**config.mk**
```make
export PLATFORM = sky130hd
export DESIGN_NAME = program_counter_fetch_flat
export DESIGN_NICKNAME = d
export VERILOG_FILES = /design/src/rtl/program_counter_fetch_pkg.sv /design/src/rtl/program_counter_fetch_if.sv /design/src/rtl/pc_redirect_buffer.sv /design/src/rtl/program_counter_fetch.sv /design/src/flat_wrapper.sv
export SDC_FILE = /design/constraint.sdc
export NUM_CORES = 1
export LEC_CHECK = 0
export BUFFER_PORTS_ARGS = -buffer_cell sky130_fd_sc_hd__buf_2
export CORE_MARGIN = 2
export CORE_UTILIZATION = 30
export DETAILED_ROUTE_END_ITERATION = 10
export SLEW_MARGIN = 5
export SYNTH_ARGS = -nofsm -noshare
export SYNTH_HDL_FRONTEND = slang
export SYNTH_SLANG_ARGS = --single-unit
```
**constraint.sdc**
```tcl
create_clock -name clk -period 3.3 [get_ports clk]
set_clock_uncertainty 0.15 [all_clocks]
set_input_delay 0.33 -clock clk [delete_from_list [all_inputs] [get_ports clk]]
set_output_delay 0.33 -clock clk [all_outputs]
set_load 0.02 [all_outputs]
```
**src/rtl/program_counter_fetch_pkg.sv**
```systemverilog
// -----------------------------------------------------------------------------
// program_counter_fetch_pkg
// Shared types and constants for the program counter / fetch stage.
//   PcStates       : fetch controller state encoding (BOOT, RUN, FAULT).
//   PC_ALIGN_MASK  : low address bits that must be zero for a legal fetch PC.
//   is_misaligned  : true when an address has any PC_ALIGN_MASK bit set.
// -----------------------------------------------------------------------------
package program_counter_fetch_pkg;

  typedef enum logic [1:0] {
    BOOT  = 2'h0,
    RUN   = 2'h1,
    FAULT = 2'h2
  } PcStates;

  localparam logic [1:0] PC_ALIGN_MASK = 2'b11;

  function automatic logic is_misaligned(input logic [31:0] addr);
    return (addr[1:0] & PC_ALIGN_MASK) != 2'b00;
  endfunction

endpackage

```
**src/rtl/program_counter_fetch_if.sv**
```systemverilog
// -----------------------------------------------------------------------------
// program_counter_fetch_if
// Valid/ready fetch request bus between the PC stage and instruction memory.
//   fetchValid   : request outstanding (driven by the PC stage).
//   fetchAddress : word-aligned request address (driven by the PC stage).
//   fetchReady   : memory accepts the request this cycle.
// master = PC stage, slave = instruction memory.
// -----------------------------------------------------------------------------
interface program_counter_fetch_if;

  logic        fetchValid;
  logic        fetchReady;
  logic [31:0] fetchAddress;

  modport master (output fetchValid, output fetchAddress, input fetchReady);
  modport slave  (input fetchValid, input fetchAddress, output fetchReady);

endinterface

```
**src/rtl/pc_redirect_buffer.sv**
```systemverilog
// -----------------------------------------------------------------------------
// pc_redirect_buffer
// One-entry holding register for a redirect that arrived while no fetch
// handshake could complete. A newer capture overwrites an older entry.
//   clk, rst           : clock, asynchronous active-low reset.
//   capture_i          : load target_i and mark the entry valid.
//   target_i           : redirect base from the branch unit.
//   consume_i          : a completed fetch used (or superseded) the entry.
//   flush_i            : discard the entry (misalignment trap).
//   pending_valid_o    : entry holds a redirect not yet applied.
//   pending_target_o   : stored redirect base.
// Priority: flush > capture > consume.
// -----------------------------------------------------------------------------
module pc_redirect_buffer (
  input  logic        clk,
  input  logic        rst,
  input  logic        capture_i,
  input  logic [31:0] target_i,
  input  logic        consume_i,
  input  logic        flush_i,
  output logic        pending_valid_o,
  output logic [31:0] pending_target_o
);

  logic        pending_valid_q;
  logic [31:0] pending_target_q;

  // NOTE: sequential state uses non-blocking (<=) assignments only, so every
  // flop samples pre-edge values regardless of statement order.
  always_ff @(posedge clk or negedge rst) begin
    if (!rst) begin
      pending_valid_q  <= 1'b0;
      // NOTE: the target is a single register, not a memory array, so it is
      // reset too; this keeps the stored value deterministic after reset.
      pending_target_q <= 32'h0;
    end else if (flush_i) begin
      pending_valid_q  <= 1'b0;
    end else if (capture_i) begin
      pending_valid_q  <= 1'b1;
      pending_target_q <= target_i;
    end else if (consume_i) begin
      pending_valid_q  <= 1'b0;
    end
  end

  assign pending_valid_o  = pending_valid_q;
  assign pending_target_o = pending_target_q;

endmodule

```
**src/rtl/program_counter_fetch.sv**
```systemverilog
// -----------------------------------------------------------------------------
// program_counter_fetch
// Owns the architectural PC and issues fetch requests over a valid/ready bus.
//   clk, rst        : clock, asynchronous active-low reset.
//   shouldUseNewPC  : redirect request from the branch unit.
//   branchTo        : redirect base (the branch unit pre-subtracts one step).
//   stall           : blocks issue of a new request (not an outstanding one).
//   fetch           : fetch bus master (fetchValid/fetchAddress/fetchReady).
//   pcAddress       : current PC, also the address of any outstanding request.
//   fault           : sticky misaligned-redirect trap.
//   faultAddress    : the misaligned target that caused the trap.
//   fetchCount      : completed handshakes, wrapping.
// -----------------------------------------------------------------------------
module program_counter_fetch
  import program_counter_fetch_pkg::*;
#(
  parameter logic [31:0] RESET_VECTOR = 32'h0000_0000,
  parameter logic [31:0] PC_STEP      = 32'd4
) (
  input  logic                          clk,
  input  logic                          rst,
  input  logic                          shouldUseNewPC,
  input  logic [31:0]                   branchTo,
  input  logic                          stall,
  program_counter_fetch_if.master       fetch,
  output logic [31:0]                   pcAddress,
  output logic                          fault,
  output logic [31:0]                   faultAddress,
  output logic [31:0]                   fetchCount
);

  PcStates     state_q, state_d;
  logic [31:0] pc_q, pc_d;
  logic        valid_q, valid_d;
  logic        fault_q, fault_d;
  logic [31:0] fault_addr_q, fault_addr_d;
  logic [31:0] count_q, count_d;

  logic        pending_valid;
  logic [31:0] pending_target;
  logic        buf_capture, buf_consume, buf_flush;

  logic        completion;
  logic        redirect_sel;
  logic [31:0] next_base;
  logic [31:0] next_pc;

  pc_redirect_buffer u_redirect_buffer (
    .clk              (clk),
    .rst              (rst),
    .capture_i        (buf_capture),
    .target_i         (branchTo),
    .consume_i        (buf_consume),
    .flush_i          (buf_flush),
    .pending_valid_o  (pending_valid),
    .pending_target_o (pending_target)
  );

  // A live redirect outranks a buffered one, which outranks sequential flow.
  // Redirect bases already have one step subtracted, so every path adds it.
  assign completion   = (state_q == RUN) && valid_q && fetch.fetchReady;
  assign redirect_sel = shouldUseNewPC || pending_valid;
  assign next_base    = shouldUseNewPC ? branchTo
                      : pending_valid  ? pending_target
                      :                  pc_q;
  assign next_pc      = next_base + PC_STEP;

  always_ff @(posedge clk or negedge rst) begin
    if (!rst) begin
      state_q      <= BOOT;
      pc_q         <= RESET_VECTOR;
      valid_q      <= 1'b0;
      fault_q      <= 1'b0;
      fault_addr_q <= 32'h0;
      count_q      <= 32'h0;
    end else begin
      state_q      <= state_d;
      pc_q         <= pc_d;
      valid_q      <= valid_d;
      fault_q      <= fault_d;
      fault_addr_q <= fault_addr_d;
      count_q      <= count_d;
    end
  end

  always_comb begin
    // NOTE: every signal written here gets a default first, so no path
    // through the case leaves one unassigned and no latch is inferred.
    state_d      = state_q;
    pc_d         = pc_q;
    valid_d      = valid_q;
    fault_d      = fault_q;
    fault_addr_d = fault_addr_q;
    count_d      = count_q;
    buf_capture  = 1'b0;
    buf_consume  = 1'b0;
    buf_flush    = 1'b0;

    unique case (state_q)
      BOOT: begin
        buf_capture = shouldUseNewPC;
        if (!stall) begin
          state_d = RUN;
          valid_d = 1'b1;
        end
      end

      RUN: begin
        if (completion) begin
          // The request being accepted is delivered even if it traps.
          count_d = count_q + 32'd1;
          if (redirect_sel && is_misaligned(next_pc)) begin
            state_d      = FAULT;
            fault_d      = 1'b1;
            fault_addr_d = next_pc;
            valid_d      = 1'b0;
            buf_flush    = 1'b1;
          end else begin
            pc_d        = next_pc;
            valid_d     = !stall;
            // Clears a buffered redirect whether it was used or superseded.
            buf_consume = 1'b1;
          end
        end else begin
          // Outstanding-but-unaccepted requests hold; stall only gates issue.
          buf_capture = shouldUseNewPC;
          if (!valid_q && !stall) begin
            valid_d = 1'b1;
          end
        end
      end

      FAULT: begin
        valid_d = 1'b0;
      end

      default: begin
        state_d = FAULT;
        valid_d = 1'b0;
      end
    endcase
  end

  assign fetch.fetchValid   = valid_q;
  assign fetch.fetchAddress = pc_q;
  assign pcAddress          = pc_q;
  assign fault              = fault_q;
  assign faultAddress       = fault_addr_q;
  assign fetchCount         = count_q;

endmodule

```
**src/flat_wrapper.sv**
```systemverilog
// flat-port wrapper written by rule: the top's interface ports become plain ports
module program_counter_fetch_flat import program_counter_fetch_pkg::*;
#(
  parameter logic [31:0] RESET_VECTOR = 32'h0000_0000,
  parameter logic [31:0] PC_STEP      = 32'd4
)
  (clk, rst, shouldUseNewPC, branchTo, stall, pcAddress, fault, faultAddress, fetchCount, fetch_fetchValid, fetch_fetchAddress, fetch_fetchReady);
  program_counter_fetch_if fetch_i ();
  input  logic clk;
  input  logic rst;
  input  logic shouldUseNewPC;
  input  logic [31:0] branchTo;
  input  logic stall;
  output logic [31:0] pcAddress;
  output logic fault;
  output logic [31:0] faultAddress;
  output logic [31:0] fetchCount;
  output wire logic [$bits(fetch_i.fetchValid)-1:0] fetch_fetchValid;
  output wire logic [$bits(fetch_i.fetchAddress)-1:0] fetch_fetchAddress;
  input wire logic [$bits(fetch_i.fetchReady)-1:0] fetch_fetchReady;
  assign fetch_fetchValid = fetch_i.fetchValid;
  assign fetch_fetchAddress = fetch_i.fetchAddress;
  assign fetch_i.fetchReady = fetch_fetchReady;
  program_counter_fetch #(.RESET_VECTOR(RESET_VECTOR), .PC_STEP(PC_STEP)) u_core (.clk(clk), .rst(rst), .shouldUseNewPC(shouldUseNewPC), .branchTo(branchTo), .stall(stall), .fetch(fetch_i), .pcAddress(pcAddress), .fault(fault), .faultAddress(faultAddress), .fetchCount(fetchCount));
endmodule
```
After elaboration in Yosys (flattened, before gate mapping)

Cells that the tools add are included.

Register bits after elaboration: 133
Input port bits: 37
Output and inout bits: 130
Word-level logic and storage cells: 57

Add/subtract/negate cells: 2
Equality and inequality tests: 6
Mux-type cells: 22
Bitwise gates (word level): 3
Reduce and logical (&&, ||, !) cells: 16

Operators by type and width:

| kind                                                  | count |
|---|---|
| two-way mux 32 bit                                    | 2 |
| adder 32 x 1 -> 32 bit, second input constant         | 1 |
| adder 32 x 3 -> 32 bit, second input constant         | 1 |
| two-way mux 1 bit                                     | 14 |
| two-way mux 2 bit                                     | 3 |
| one-hot mux 2 bit (3 select lines)                    | 1 |
| AND reduction 2 bit                                   | 3 |
| AND reduction 3 bit                                   | 2 |
| logical AND 1 bit                                     | 4 |
| inequality test 2 bit, second input constant          | 2 |
| one-hot mux 1 bit (2 select lines)                    | 2 |
| AND reduction 4 bit                                   | 1 |
| inequality test 3 x 2 -> 1 bit, second input constant | 1 |
| NOT 1 bit                                             | 3 |
| nonzero test 3 bit                                    | 1 |
| == test 2 x 1 -> 1 bit, second input constant         | 1 |
| == test 2 bit, second input constant                  | 1 |
| logical NOT 1 bit                                     | 2 |
| logical NOT 2 bit                                     | 1 |
| inequality test 2 x 1 -> 1 bit, second input constant | 1 |
| nonzero test 2 bit                                    | 1 |
| logical OR 1 bit                                      | 1 |

Logic depth before layout (Yosys ltp)

Gate-level depths: netlist (run 1).

Depth in word-level cells: 11
Depth in mapped cells: 11
Depth with buffers taken out: 7

Modules after synthesis

Synthesis (run 1) repeated with hierarchy kept, for this count alone.

Cells, all modules: 685
Area, all modules: 7,156.9 um^2

Modules (own cells, without submodules):

| module                | instances | cells each | area each (um^2) | seq. area each (um^2) |
|---|---|---|---|---|
| program_counter_fetch | 1         | 612        | 5,758.0          | 2,502.4 |
| pc_redirect_buffer    | 1         | 73         | 1,398.8          | 825.8 |

Worst setup path before layout (run 1)

Ideal clock, no wire load.

Path type: reg-to-reg
Start point: register u_core.u_redirect_buffer.pending_valid_q, in the netlist u_core.u_redirect_buffer.pending_valid_o
End point: register u_core.pc_q[22], in the netlist u_core.fetch.fetchAddress[22]
Setup time: 130 ps
Data arrival time: 2,147 ps
Data required time: 3,020 ps
Path slack: 873 ps
Cell stages (with the launch flop): 12
Buffers on the path: 4
Period minus slack after synthesis: 2,427 ps
Cell sequence: dfrtp_1 > buf_4 > buf_8 > buf_8 > mux2i_1 > o21ai_0 > and2_1 > nand3_2 > buf_4 > nor4_2 > xor2_1 > o21ai_1

Cells in the longest elaborated chain, start to end: 7
Elaborated cells on any way between the ends: 8
Those cells by class: 1 x add/sub; 2 x mux; 1 x bitwise; 4 x reduce/logical

Ends and longest elaborated chain:

| element                              | RTL line                        | source |
|---|---|---|
| start: declaration                   | pc_redirect_buffer.sv:25        | `logic pending_valid_q;` |
| start signal: assignment             | pc_redirect_buffer.sv:32        | `pending_valid_q <= 1'b0;` |
| start signal: assignment             | pc_redirect_buffer.sv:37        | `pending_valid_q <= 1'b0;` |
| start signal: assignment             | pc_redirect_buffer.sv:39        | `pending_valid_q <= 1'b1;` |
| two-way mux 32 bit                   | program_counter_fetch.sv:64     | `: pending_valid ? pending_target` |
| two-way mux 32 bit                   | program_counter_fetch.sv:63     | `assign next_base = shouldUseNewPC ? branchTo` |
| adder 32 x 3 -> 32 bit               | program_counter_fetch.sv:66     | `assign next_pc = next_base + PC_STEP;` |
| nonzero test 2 bit                   | program_counter_fetch_pkg.sv:19 | `return (addr[1:0] & PC_ALIGN_MASK) != 2'b00;` |
| logical AND 1 bit                    | program_counter_fetch.sv:112    | `if (redirect_sel && is_misaligned(next_pc)) begin` |
| NOT 1 bit (no source line)           | -                               |  |
| AND reduction 3 bit (no source line) | -                               |  |
| end signal: assignment               | program_counter_fetch.sv:78     | `pc_q <= pc_d;` |
| end: declaration                     | program_counter_fetch.sv:33     | `logic [31:0] pc_q, pc_d;` |

Several ways; a longest one is shown, not always the timed one.
A chain may end at the register's enable or synchronous reset.

Final worst setup path (run 1)

Start point: register u_core.u_redirect_buffer.pending_valid_q, in the netlist u_core.u_redirect_buffer.pending_valid_o
End point: register u_core.pc_q[12], in the netlist u_core.fetch.fetchAddress[12]

Same word-level chain as after synthesis.

==> metrics.txt, run 1 <==
TNS Setup 0 ns; Worst Path Required 3.45 ns; overall power 7.47 mW; post-synth cell types 44; insertion delay to the later sink of the worst-skew pair 0.42 ns; crit path max fanout 18; Placed Cells incl. Taps 1005; Finished Layout Cells 1056; TritonCTS Buffers 17; peak supply drop 0.542 mV; Vias/cell 4.59; initial drt markers 267; Layout area overhead 26.2%; area share of the largest cell type after synthesis 0.499; Worst slew margin 0.529; CP Class reg2reg; via count 4846; M1 GR Usage 0.201; WHS 0.0146 ns; status finished clean; H-tree depth 4; Buffers on Ports 166; final setup fails 0; DIE AREA 0.0234 sq mm; Max Clk Rate 340 MHz; vias in the first global route 4672; Layout Nets 801; placed inst area 0.00757 sq mm; Setup crit start kind flip-flop; Post-synth ARST share 1.00; leakage dissipation 4.12 nW; global-route wire length before repair 26400 microns; Core Region 0.0218 sq mm; Congestion Overflow GR 0; Worst Max-Slew Pin Slew 0.706 ns; syn avg cell area 11.0 sq um; busiest metal layer after global routing met2; sequential-to-total area share from yosys stat 0.499; Final Critical Period 2.94 ns; top cells by area, synth dfrtp_1 50%, mux2_2 8.6%, nand2_1 5.0%; CTS root buffer clkbuf_16; Final HPWL DP 11700 microns; Synth Register Bits 133; Die Ht 153 microns; Post-synth EDFFs 0; warnings from Yosys 0; synthesized area 0.00667 sq mm; initial antenna violation count 1; DR pass1 iterations 4; syn nets 645; Critical Path AT 3.09 ns; Post-DRT Antenna Nets 0; final hold violation count 0; CTS tree done; MaxCap Viol Count 0; Max Slew Vio Count 0; final instance area 0.00841 sq mm; Total Wirelength 16400 microns; Die Wd 153 microns; WL per Instance 15.5 microns; pin count of the biggest net entering global routing 73; GPL Wtd Cong 0.727; Clock Pin Slew Worst Setup and Hold Paths 0.06 ns; IO Pins 167; DRC 0; final cycle utilization of the critical path 0.892; Max clock buf depth 2; Critical Path End Type flip-flop; met3 usage 0.0425; floorplan row count 54; RSZ-0062 raised after global routing false; Synth Flop Type dfrtp_1; Power Density 888 mW/mm^2; Synth area leader dfrtp_1; Sink Count 133; Starting Density 0.305; Mapped Cells 606; ratio of cells with drive above 1 in the final layout 0.374; GRT Util Overall 0.143; routing usage on met2 0.214; Hold Crit Class in2reg
synthesized netlist by cell type (11+ instances only):
| library cell | instances |
|---|---|
| nor2_1 | 11 |
| xor2_1 | 24 |
| nand3_1 | 13 |
| dfrtp_1 | 133 |
| mux2i_1 | 29 |
| o21ai_1 | 31 |
| nand2_1 | 89 |
| o21ai_0 | 41 |
| clkbuf_1 | 18 |
| xnor2_1 | 35 |
| buf_4 | 35 |
| mux2_2 | 51 |
stage by stage:
| step | setup slack, ns | util |
|---|---|---|
| 2_1_floorplan | 0.873 | - |
| 3_3_place_gp | 0.396 | 0.347 |
| 3_5_place_dp | 0.347 | 0.347 |
| 4_1_cts | 0.317 | 0.385 |
| 5_1_grt | 0.104 | 0.385 |
| 6_report | 0.357 | 0.385 |
layout make-up:
class,count,area [sq um]
well taps,280,350
clock inverters,12,201
diodes,1,2.50
flip-flops and latches,133,3330
multi-input cells,408,2920
inverters,3,11.3
repair buffers,199,1140
clock buffers,20,457
fillers,2172,13400
report_power, final:
group	switching, mW	internal [mW]	leakage (nW)
Combinational	1.60	1.07	2.09
Sequential	0.463	2.22	1.71
Clock	0.735	1.38	0.316
worst max-delay path, stage by stage, from the launching register on:
cell and delay (ns):
dfrtp_2 0.63, mux2_2 0.23, mux2i_1 0.16, nor4_4 0.51, nand3_2 0.44, nor3_1 0.33, xor2_1 0.24, o21ai_0 0.12
timing repair:
item,4_1_cts,5_1_grt
gates resized for setup,0,0
hold buffers,18,0
hold endpoints to repair,86,0
setup buffers,0,0
placed cells by master, fill, tap and decap left out, types with 7 or more instances in the layout:
cell,netlist,layout
nor4_2,7,7
mux2_2,51,51
xnor2_1,35,35
o21ai_1,31,31
nand2_1,89,88
clkbuf_16,0,17
o21ai_0,41,41
buf_4,35,14
xor2_1,24,24
buf_2,4,165
mux2i_1,29,29
nand4_1,8,8
nand3_1,13,13
nor3_1,9,9
dfrtp_1,133,132
dlygate4sd3_1,0,18
and3_1,7,7
nor2_1,11,11
cell families after synthesis:
kind of cell,Yosys count,share of synthesized area
mux,85,0.139
fa+ha+maj,2,0.00375
compound gates,81,0.0640
xor+xnor,59,0.0775
simple gates,181,0.153
flops,133,0.499
buf+inv,65,0.0638
metal layers:
| metal | wire length (microns) | up-vias |
|---|---|---|
| met1 | 8060 | 2312 |
| li1 | - | 2378 |
| met3 | 914 | 17 |
| met2 | 7240 | 139 |
| met4 | 174 | 0 |
| met5 | 0 | - |
registers in the layout (all words and copies together) (netlist names):
register                                   flops
u_core.state_q                                 2
u_core.fetchCount                             32
u_core.u_redirect_buffer.pending_valid_o       1
u_core.u_redirect_buffer.pending_target_o     32
u_core.fault                                   1
u_core.fetch.fetchValid                        1
u_core.fetch.fetchAddress                     32
u_core.faultAddress                           32
worst paths after layout:
path | start | to | slack, ns | depth (start not counted)
setup reg to reg | u_core.u_redirect_buffer.pending_valid_o | u_core.fetch.fetchAddress[12] | 0.36 | 7
max in group asynchronous | rst | u_core.fetch.fetchValid | 1.83 | 3
hold / removal | branchTo[22] | u_core.u_redirect_buffer.pending_target_o[22] | 0.01 | 2
min in group asynchronous | rst | u_core.fetch.fetchAddress[0] | 0.34 | 2
hold reg to reg | u_core.fetchCount[31] | u_core.fetchCount[31] | 0.31 | 1
setup / recovery | u_core.u_redirect_buffer.pending_valid_o | u_core.fetch.fetchAddress[12] | 0.36 | 7
(Power assumes the default switching activity.)
==> run 2, diff against run 1 <==
PLACE_DENSITY_LB_ADDON = 0.05   (was unset)
==> metrics.txt, run 2 (synthesis gave the netlist of run 1 again) <==
Top cell by count, worst path or3_1; peak supply drop 0.368 mV (-32%); global-route wire length before repair 28700 microns (+8.9%); Critical Path AT 3.07 ns (-0.02 ns); most frequent cells in the layout 165 x buf_2, 132 x dfrtp_1, 88 x nand2_1; Resize count post-CTS 0 (unchanged); commonest non-fill, non-tap cell in the layout buf_2; final cycle utilization of the critical path 0.888 (-0.00367); Die Ht 153 microns (unchanged); Hold Crit Class in2reg; DRC 0 (unchanged); DIE AREA 0.0234 sq mm (unchanged); Max clock buf depth 2 (unchanged); Layout Nets 794 (-0.87%); Congestion Overflow GR 0 (unchanged); hold_sp branchTo[5]; initial antenna violation count 0 (-1); MaxCap Viol Count 0 (unchanged); Critical Path Max Stage Delay 0.63 ns (about the same); FF-to-FF Start u_core.u_redirect_buffer.pending_valid_o; pre-CTS WS 0.247 ns (-0.0992 ns); Sink Count 133 (unchanged); Worst slew margin 0.493 (-0.0366); Vias/cell 4.67 (+1.7%); diode count 0 (-1); post-CTS repair timing setup buffer count 0 (unchanged); via count 4891 (+0.93%); Layout area overhead 24.1%; CP Class reg2reg; IO Pins 167 (unchanged); Max Slew Vio Count 0 (unchanged); WL per Instance 17.0 microns (+9.5%); TNS Setup 0 ns (unchanged); Setup crit start kind flip-flop; final setup fails 0 (unchanged); flop2flop setup slack 0.37 ns (about the same); CP Launch Point u_core.u_redirect_buffer.pending_valid_o; CTS tree done; floorplan row count 54 (unchanged); crit path cell chain buf_4, mux2_2, mux2i_1, or3_1, or3_1, nor3_1, xor2_1, o21ai_0; Max Clk Rate 341 MHz (+0.41%); GRT Util Overall 0.157 (+0.0138); ratio of cells with drive above 1 in the final layout 0.380 (+0.00601); Final WS setup 0.369 ns (+0.0121 ns); Clock Pin Slew Worst Setup and Hold Paths 0.06 ns (about the same); Power Density 879 mW/mm^2 (-1.1%); Starting Density 0.305 (unchanged); crit path max fanout 21 (+3); status finished clean; crit path buf inv count 1 (+1); kind of cell adding the most delay to the critical path simple AND/OR/NAND/NOR gates; CTS root buffer clkbuf_16; TritonCTS Buffers 17 (unchanged); Filler cells 2225 (+2.4%); Core Region 0.0218 sq mm (unchanged); vias in the first global route 4913 (+5.2%); Total Wirelength 17800 microns (+8.7%); CTS Hold Bufs 8 (-10); final hold violation count 0 (unchanged); Max stage delay cell, worst path or3_1; insertion delay to the later sink of the worst-skew pair 0.42 ns (about the same); H-tree depth 4 (unchanged); Critical Path End Type flip-flop; initial drt markers 186 (-30%); Buffers on Ports 166 (unchanged); Final Critical Period 2.93 ns (-0.0121 ns); Die Wd 153 microns (unchanged); DR pass1 iterations 4 (unchanged); pin count of the biggest net entering global routing 79 (+8.2%); Final HPWL DP 12700 microns (+8.9%); Post-DRT Antenna Nets 0 (unchanged); GPL Wtd Cong 0.713 (-2.0%); Worst Path Required 3.43 ns (-0.02 ns); Worst Max-Slew Pin Slew 0.761 ns (+0.0549 ns); leakage dissipation 4.06 nW (-1.3%); RSZ-0062 raised after global routing false
## run 2: area by class of cell
class,instances,area (sq um),area share
tap,280,350,0.0423
sequential,133,3330,0.402
multi-input combinational,408,2920,0.352
inverter,3,11.3,0.00136
clock inverter,12,130,0.0157
clock buffer,20,457,0.0552
timing repair buffer,192,1080,0.131
## run 2: power by group
group / switching (mW) / internal (mW) / total, mW
Sequential: 0.450 / 2.22 / 2.67
Combinational: 1.64 / 1.07 / 2.71
Clock: 0.745 / 1.15 / 1.90
Total: 2.83 / 4.44 / 7.27
## run 2: worst reg2reg max path, stage by stage, from the launching register on
cell and delay [ns]:
dfrtp_2 0.43, buf_4 0.36, mux2_2 0.22, mux2i_1 0.14, or3_1 0.63, or3_1 0.39, nor3_1 0.18, xor2_1 0.21
o21ai_0 0.10
## run 2: per-stage QoR
| stage | power, mW | instances | instance area, sq um | hold WS, ns | util |
|---|---|---|---|---|---|
| floorplan | 4.68 | 606 | 6670 | -0.116 | - |
| global placement | 5.41 | 1007 | 7600 | 0.287 | 0.348 |
| detailed placement | 5.45 | 1007 | 7600 | 0.290 | 0.348 |
| CTS | 7.40 | 1047 | 8260 | 0.000957 | 0.379 |
| global route | 7.76 | 1048 | 8270 | 0.00810 | 0.379 |
| finish | 7.27 | 1048 | 8270 | 0.0183 | 0.379 |
## run 2: layer usage
| metal | track usage | up-vias | wire length [microns] |
|---|---|---|---|
| li1 | - | 2364 | - |
| met5 | 0 | - | 0 |
| met4 | 0.0463 | 0 | 217 |
| met1 | 0.207 | 2398 | 8260 |
| met2 | 0.260 | 111 | 8700 |
| met3 | 0.0326 | 18 | 637 |
## run 2: final timing paths
check / endpoint / cells past startpoint
max in group asynchronous: u_core.u_redirect_buffer.pending_target_o[2] / 3
min in group asynchronous: u_core.fetchCount[25] / 2
hold reg to reg: u_core.fetchCount[31] / 1
setup / recovery: u_core.faultAddress[25] / 8
setup reg to reg: u_core.faultAddress[25] / 8
hold / removal: u_core.u_redirect_buffer.pending_target_o[5] / 2
==> run 3, diff against run 2 <==
--- a/config.mk
+++ b/config.mk
@@ -7,6 +7,7 @@
 export LEC_CHECK = 0
 export BUFFER_PORTS_ARGS = -buffer_cell sky130_fd_sc_hd__buf_2
+export CORE_ASPECT_RATIO = 0.5
 export CORE_MARGIN = 2
-export CORE_UTILIZATION = 30
+export CORE_UTILIZATION = 31
 export DETAILED_ROUTE_END_ITERATION = 10
 export PLACE_DENSITY_LB_ADDON = 0.05
--- a/constraint.sdc
+++ b/constraint.sdc
@@ -3,3 +3,3 @@
 set_input_delay 0.33 -clock clk [delete_from_list [all_inputs] [get_ports clk]]
 set_output_delay 0.33 -clock clk [all_outputs]
-set_load 0.02 [all_outputs]
+set_load 0.005 [all_outputs]
==> metrics.txt, run 3 (synthesis gave the netlist of run 1 again) <==
status finished clean; Layout Nets 799 (+0.63%); Top cell by count, worst path or3_1; DIE AREA 0.0228 sq mm (-2.8%); TritonCTS Buffers 17 (unchanged); final instance area 0.00834 sq mm (+0.79%); Final Critical Period 2.88 ns (-0.0492 ns); Min-Delay Endpoint u_core.u_redirect_buffer.pending_target_o[17]; Max clock buf depth 2 (unchanged); commonest non-fill, non-tap cell in the layout buf_2; Worst R2R Path Depth 8 (unchanged); Post-DRT Antenna Nets 0 (unchanged); Final HPWL DP 12400 microns (-2.9%); Core Region 0.0208 sq mm (-4.5%); Die Ht 108 microns (-30%); MaxCap Viol Count 0 (unchanged); Starting Density 0.320 (+0.0145); CP Class reg2reg; Total Wirelength 17700 microns (-0.62%); Critical Path Max Stage Delay 0.63 ns (about the same); FF-to-FF End u_core.fetch.fetchAddress[21]; Max Slew Vio Count 0 (unchanged); TNS Setup 0 ns (unchanged); Worst Max-Slew Pin Slew 0.762 ns (+0.000578 ns); Vias/cell 4.62 (-0.97%); Worst Path Required 3.46 ns (+0.03 ns); Max Clk Rate 347 MHz (+1.7%); Die Wd 211 microns (+38%); H-tree depth 4 (unchanged); crit path cell chain buf_12, mux2_2, mux2i_2, or3_1, or3_1, nor3_2, xor2_1, o21ai_1; DR pass1 iterations 4 (unchanged); Resize count post-CTS 0 (unchanged); final hold violation count 0 (unchanged); initial antenna violation count 1 (+1); hold_sp branchTo[17]; leakage dissipation 4.08 nW (+0.35%); CTS root buffer clkbuf_16; initial drt markers 235 (+26%); GRT Util Overall 0.163 (+0.00648); Max stage delay cell, worst path or3_1; Hold Crit Class in2reg; CTS tree done; pin count of the biggest net entering global routing 76 (-3.8%); Final WS setup 0.418 ns (+0.0492 ns); hold depth 2 (unchanged); final cycle utilization of the critical path 0.873 (-0.0149); ratio of cells with drive above 1 in the final layout 0.375 (-0.00505); final setup fails 0 (unchanged); FF-to-FF Start u_core.u_redirect_buffer.pending_valid_o; most frequent cells in the layout 165 x buf_2, 132 x dfrtp_1, 88 x nand2_1; WL per Instance 16.9 microns (-0.53%); Buffers on Ports 166 (unchanged); Layout area overhead 25.1%; IO Pins 167 (unchanged); Power Density 802 mW/mm^2 (-8.8%); crit path max fanout 32 (+52%); flop2flop setup slack 0.42 ns (+0.05 ns); Congestion Overflow GR 0 (unchanged); RSZ-0062 raised after global routing false; Critical Path End Type flip-flop; floorplan row count 37 (-31%); Clock Pin Slew Worst Setup and Hold Paths 0.06 ns (about the same); DRC 0 (unchanged); global-route wire length before repair 28000 microns (-2.4%); pre-CTS WS 0.407 ns (+0.160 ns); Sink Count 133 (unchanged); insertion delay to the later sink of the worst-skew pair 0.43 ns (about the same); Setup crit start kind flip-flop; post-CTS repair timing setup buffer count 0 (unchanged); placed inst area 0.00759 sq mm (-0.15%); vias in the first global route 4887 (-0.53%); GPL Wtd Cong 0.738 (+3.6%); Critical Path AT 3.04 ns (-0.03 ns); via count 4839 (-1.1%); peak supply drop 0.375 mV (+2.0%); Worst slew margin 0.492 (about the same)
[run 3: cell count changes in the layout (fill, tap and decap cells not counted), sizes merged]
cell,before,now
dlygate4sd3,9,16
clkinvlp,2,5
buf,183,181
clkbuf,20,18
clkinv,8,6
bufinv,2,3
diode,0,1
[run 3: worst max-delay path by stage]
stage,from,endpoint
after CTS,u_core.u_redirect_buffer.pending_valid_o,u_core.fetch.fetchAddress[21]
after global routing,u_core.u_redirect_buffer.pending_valid_o,u_core.fetch.fetchAddress[24]
after floorplan,u_core.u_redirect_buffer.pending_valid_o,u_core.fetch.fetchAddress[22]
final,u_core.u_redirect_buffer.pending_valid_o,u_core.fetch.fetchAddress[21]
after global placement,u_core.u_redirect_buffer.pending_valid_o,u_core.fetch.fetchAddress[21]
after detailed placement,u_core.u_redirect_buffer.pending_valid_o,u_core.fetch.fetchAddress[21]
[run 3: final cells by class]
cell class	count	area (sq um)
repair buffers	197	1150
fillers	2114	12500
clock buffers	18	429
inverters	3	11.3
well taps	273	342
flip-flops and latches	133	3330
diodes	1	2.50
multi-input cells	408	2920
clock inverters	14	161
[run 3: worst max-delay path: cells and delay by family, from the launching register on]
kind / cells / cell delay [ns]
buf+inv: 1 / 0.21
xor+xnor: 1 / 0.24
flops: 1 / 0.46
mux: 2 / 0.36
simple gates: 3 / 1.23
compound gates: 1 / 0.10
[run 3: where the power goes]
part           switching (mW)  internal [mW]
Clock                   0.758           1.18
Combinational            1.02           1.07
Sequential              0.440           2.22
Total                    2.22           4.47
[run 3: stage by stage]
stage / hold slack [ns] / utilization / total power, mW / instances
2_1_floorplan: -0.116 / - / 4.04 / 606
3_3_place_gp: 0.277 / 0.364 / 4.79 / 998
3_5_place_dp: 0.280 / 0.364 / 4.81 / 998
4_1_cts: 0.000127 / 0.400 / 6.80 / 1046
5_1_grt: 0.00127 / 0.400 / 7.17 / 1046
6_report: 0.0126 / 0.400 / 6.69 / 1047
[run 3: repair_timing]
| item | in CTS | in global routing |
|---|---|---|
| setup endpoints to repair | 0 | 0 |
| hold buffers | 16 | 0 |
| hold endpoints to repair | 88 | 0 |
[run 3: per-layer routing]
layer	wire length, microns	vias to the layer above	track usage
met4	146	0	0.0438
met2	8050	82	0.255
met1	8850	2369	0.224
li1	-	2377	-
met3	665	11	0.0438
met5	0	-	0
